===== config.mk =====
export PLATFORM = sky130hd
export DESIGN_NAME = tft_spi_sender
export DESIGN_NICKNAME = d
export VERILOG_FILES = /design/src/rtl/tft_spi_sender.sv
export SDC_FILE = /design/constraint.sdc
export NUM_CORES = 1
export LEC_CHECK = 0
export ABC_AREA = 1
export CAP_MARGIN = 10
export CORE_MARGIN = 2
export CORE_UTILIZATION = 44
export DETAILED_ROUTE_END_ITERATION = 7
export GPL_ROUTABILITY_DRIVEN = 0
export GPL_TIMING_DRIVEN = 0
export PLACE_DENSITY = 0.72
export SLEW_MARGIN = 0
export SYNTH_ARGS = -nofsm -noshare
export SYNTH_HDL_FRONTEND = slang
export SYNTH_SLANG_ARGS = --single-unit

===== constraint.sdc =====
create_clock -name clk -period 1.1 [get_ports clk]
set_clock_uncertainty 0.2 [all_clocks]
set_input_delay 0.22 -clock clk [delete_from_list [all_inputs] [get_ports clk]]
set_output_delay 0.22 -clock clk [all_outputs]
set_load 0.005 [all_outputs]

===== src/rtl/tft_spi_sender.sv =====
// Byte-wide SPI (mode 0, MSB first) sender for a TFT panel with D/C and chip select.
// Define TFT_SPI_FIFO_EN to place a 4-entry {dc,data} FIFO between acceptance and the shifter.
module tft_spi_sender #(
  parameter int CLK_DIV = 2
) (
  input  logic       clk,
  input  logic       rst,
  input  logic       tft_transmit,
  input  logic       tft_dc,
  input  logic [7:0] tft_data,
  output logic       tft_busy,
  output logic       spi_sclk,
  output logic       spi_mosi,
  output logic       spi_cs_n,
  output logic       spi_dc,
  output logic       fsm_state
);

  localparam int HW = $clog2(CLK_DIV + 1);
  localparam logic [HW-1:0] HLAST = HW'(CLK_DIV - 1);

  typedef enum logic {IDLE = 1'b0, SHIFT = 1'b1} state_t;

  state_t        state, state_next;
  logic [HW-1:0] hcnt, hcnt_next;
  logic [2:0]    bcnt, bcnt_next;
  logic          phase, phase_next;
  logic [7:0]    shreg, shreg_next;
  logic          dc_r, dc_next;
  logic          accept, load, done, busy_next;
  logic [8:0]    head;

  // Handshake: a byte is taken on any rising edge where tft_transmit=1, tft_busy=0
  // and rst=0; a strobe seen while busy is dropped, never queued.
  assign accept = tft_transmit & ~tft_busy & ~rst;

`ifdef TFT_SPI_FIFO_EN
  logic [8:0] fifo_mem [4];
  logic [1:0] wr_ptr, rd_ptr;
  logic [2:0] count, count_next;

  assign load       = (state == IDLE) && (count != 3'd0);
  assign head       = fifo_mem[rd_ptr];
  assign count_next = count + 3'(accept) - 3'(load);
  assign busy_next  = (count_next == 3'd4);

  always_ff @(posedge clk) begin
    if (accept) fifo_mem[wr_ptr] <= {tft_dc, tft_data};
  end

  always_ff @(posedge clk) begin
    if (rst) begin
      wr_ptr <= '0;
      rd_ptr <= '0;
      count  <= '0;
    end else begin
      if (accept) wr_ptr <= wr_ptr + 2'd1;
      if (load)   rd_ptr <= rd_ptr + 2'd1;
      count <= count_next;
    end
  end
`else
  // The shifter itself is the capture register: the byte loads on the accept edge.
  assign load      = accept;
  assign head      = {tft_dc, tft_data};
  assign busy_next = accept | (tft_busy & ~done);
`endif

  always_comb begin
    state_next = state;
    hcnt_next  = hcnt;
    bcnt_next  = bcnt;
    phase_next = phase;
    shreg_next = shreg;
    dc_next    = dc_r;
    done       = 1'b0;
    case (state)
      IDLE: begin
        if (load) begin
          state_next = SHIFT;
          shreg_next = head[7:0];
          dc_next    = head[8];
          hcnt_next  = '0;
          bcnt_next  = '0;
          phase_next = 1'b0;
        end
      end
      SHIFT: begin
        if (hcnt == HLAST) begin
          hcnt_next = '0;
          if (!phase) begin
            phase_next = 1'b1;
          end else begin
            // Falling SCLK: advance MOSI while the clock is low.
            phase_next = 1'b0;
            shreg_next = {shreg[6:0], 1'b0};
            bcnt_next  = bcnt + 3'd1;
            if (bcnt == 3'd7) begin
              done       = 1'b1;
              state_next = IDLE;
            end
          end
        end else begin
          hcnt_next = hcnt + HW'(1);
        end
      end
      default: state_next = IDLE;
    endcase
  end

  always_ff @(posedge clk) begin
    if (rst) begin
      state    <= IDLE;
      hcnt     <= '0;
      bcnt     <= '0;
      phase    <= 1'b0;
      shreg    <= '0;
      dc_r     <= 1'b0;
      tft_busy <= 1'b0;
    end else begin
      state    <= state_next;
      hcnt     <= hcnt_next;
      bcnt     <= bcnt_next;
      phase    <= phase_next;
      shreg    <= shreg_next;
      dc_r     <= dc_next;
      tft_busy <= busy_next;
    end
  end

  assign spi_cs_n  = (state != SHIFT);
  assign spi_sclk  = (state == SHIFT) & phase;
  assign spi_mosi  = (state == SHIFT) & shreg[7];
  assign spi_dc    = dc_r;
  assign fsm_state = (state == SHIFT);

endmodule


==> results of run 1 <==
flip-flops by register name (all words and copies together), names as in the netlist:
signal / count
hcnt: 2
spi_dc: 1
fsm_state: 1
bcnt: 3
tft_busy: 1
shreg: 8
phase: 1
critical path: stages, from the launching register on:
cell,delay [ns]
dfxtp_2,0.34
buf_8,0.13
buf_6,0.12
nand2_4,0.05
inv_4,0.04
buf_6,0.10
cell usage after synthesis:
cell type  number
nand2_1        32
nor2_1         10
nand2_2         2
nor3_1          1
ha_1            2
inv_1          11
buf_6           2
nand3_2         1
inv_6           1
dfxtp_1        17
inv_2           1
inv_4           1
nor2_8          1
nand3b_1        2
nand4_1         1
nand3_4         1
buf_8           2
nor2_2          1
o21ai_0         5
nand3_1         8
a21oi_1        13
nand2_4         2
a21oi_2         1
clkbuf_8        1
stage by stage:
stage	worst slack [ns]	cells	instance area, um^2	hold slack (ns)	power, mW
final	-0.399	181	1350	0.112	1.38
after global routing	-0.425	181	1350	0.121	1.44
after floorplan	-0.164	119	931	0.0891	0.847
after global placement	-0.652	163	1130	0.250	0.940
after CTS	-0.403	179	1310	0.116	1.36
after detailed placement	-0.648	163	1130	0.264	0.942
layer usage:
metal / vias to the layer above / GRT usage / part of all wire
li1: 450 / - / -
met1: 399 / 0.213 / 0.41
met2: 19 / 0.347 / 0.53
met3: 7 / 0.0337 / 0.040
met4: 0 / 0.0905 / 0.019
met5: - / 0 / 0
power groups by stage:
stage,sequential (mW),combinational (mW),clock (mW)
after floorplan,0.678,0.170,0
after global placement,0.678,0.261,0
after detailed placement,0.680,0.262,0
after CTS,0.666,0.347,0.348
after global routing,0.670,0.402,0.372
final,0.666,0.367,0.350
final cells by class:
class / instances / area, um^2 / share of cell area
flip-flops and latches: 17 / 344 / 0.255
clock inverters: 1 / 5.00 / 0.00371
repair buffers: 31 / 308 / 0.228
multi-input cells: 83 / 495 / 0.367
well taps: 27 / 33.8 / 0.0250
inverters: 14 / 62.6 / 0.0463
plain buffers: 5 / 78.8 / 0.0584
clock buffers: 3 / 22.5 / 0.0167
repair_timing:
action,in CTS,in global routing
hold endpoints to repair,0,0
resized for setup,42,7
pin swaps,2,2
buffers inserted,11,2
setup endpoints to repair,23,23
cloned,1,0
path summary, 6_finish.rpt:
kind | from | end | slack (ns) | depth (start not counted)
hold / removal | rst | spi_dc | 0.11 | 2
hold reg to reg | bcnt[2] | bcnt[2] | 0.30 | 2
setup reg to reg | fsm_state | shreg[5] | -0.35 | 8
setup / recovery | fsm_state | spi_sclk | -0.40 | 5
cells by family after synthesis:
logic type	Yosys count	synth area share
AND/OR/NAND/NOR	62	0.346
flip-flops	17	0.377
adder cells (fa/ha/maj)	2	0.0277
buffers and inverters	19	0.140
AO/OA/AOI/OAI	19	0.109
==> summary.txt, run 1 <==
Status
  • Status: complete, but fails checks
  • Failing checks: setup timing

Global route
  • Global route total overflow: 0
  • Largest net degree at the start of global routing: 11
  • Overall global routing resource usage: 0.191
  • Number of global-route vias before repair: 854
  • Wire length of the first global-routing pass: 3660 um
  • Antenna violations before repair: 0

Power and ir drop
  • Pleak: 0.657 nW
  • Int Pwr: 0.987 mW
  • Sequential power share: 0.482
  • P per Cell Area: 1020 nW/um^2
  • Clock share of power: 0.253
  • P_sw: 0.396 mW
  • Comb power frac: 0.265
  • Max VDD drop: 0.000667 V
  • Sw frac: 0.287

Clocking
  • H-tree level count: 1
  • Longest Clk Path Bufs: 2
  • Clk_lat worst skew: 0.29 ns
  • CTS Sinks: 17
  • Hold buffer count at CTS: 0
  • Clk pin slew, worst setup/hold paths: 0.11 ns
  • CTS tree: yes
  • Root buf cell: clkbuf_4
  • Total CTS buffers: 3

Synth
  • Synthesized net count: 133
  • Synthesized instance count: 119
  • Yosys warning count: 0
  • Register bit total from synthesis: 17
  • Unique masters post-synth: 24
  • Avg Cell Area, Syn: 7.59 um^2
  • Netlist area before placement: 903 um^2
  • Synth top area share: 0.377
  • Ranking of synthesized cells by area: dfxtp_1, nand2_1, a21oi_1, inv_1, nand3_1
  • Cell taking the most area after synthesis: dfxtp_1
  • Seq/Total Area, Yosys: 0.377

Layout
  • Most frequent cells in the layout: nand2_1, dfxtp_1, inv_1, a21oi_2, clkdlybuf4s50_1
  • Nets: 169
  • Commonest non-fill, non-tap cell in the layout: nand2_1
  • Layout area overhead: 49.4%
  • Ant. Diodes: 0
  • Filler cell count: 163
  • Layout Utilization: 0.695
  • Layout cells sized above 1: 0.370

Setup path
  • CP max FO: 4
  • Critical Path AT: 1.08 ns
  • CP endpoint kind: output port
  • WP data required: 0.68 ns
  • Worst Setup Path Type: reg -> out
  • Worst setup SP type: flip-flop

Timing
  • Min Tclk post-route: 1.50 ns
  • TNS Setup: -6.39 ns
  • Tcrit/Tclk final: 1.36
  • Setup ws final: -0.399 ns
  • Worst-margin pin slew: 0.255 ns
  • Fin. Hold Viols: 0
  • Rel. slew slack: 0.828
  • Max-slew violations: 0
  • Fmax: 667 MHz
  • Setup-failing EPs final: 23
  • RSZ-0062 raised after global routing: yes

Place
  • Detailed Place HPWL: 1280 um
  • I/O Buffers: 17

Hold path
  • Hold Crit Class: in -> reg

Route
  • Via count: 875
  • DRC viols: 0
  • Drt total wl: 2100 um
  • DRT iter0 DRCs: 15
  • Via/cell ratio: 4.83
  • Avg WL per Cell: 11.6 um
  • Detail Route Antenna Nets: 0
  • Pre-antenna DRT Iters: 4

Die
  • Die Y: 49.3 um
  • Num rows: 16
  • DIE WIDTH: 49.3 um
  • Core Region: 1940 um^2
  • Starting Density: 0.465
  • IO Pins: 18
  • Die area: 2430 um^2

Job
  • Max-cap viol count: 0
No activity file was read; power rests on OpenSTA's default activity.
==> run 2, diff against run 1 <==
--- a/config.mk
+++ b/config.mk
@@ -6,7 +6,6 @@
 export NUM_CORES = 1
 export LEC_CHECK = 0
 export ABC_AREA = 1
-export CAP_MARGIN = 10
 export CORE_MARGIN = 2
 export CORE_UTILIZATION = 44
 export DETAILED_ROUTE_END_ITERATION = 7
==> results of run 2 <==
No change in the layout: final DEF, timing and power equal those of run 1.
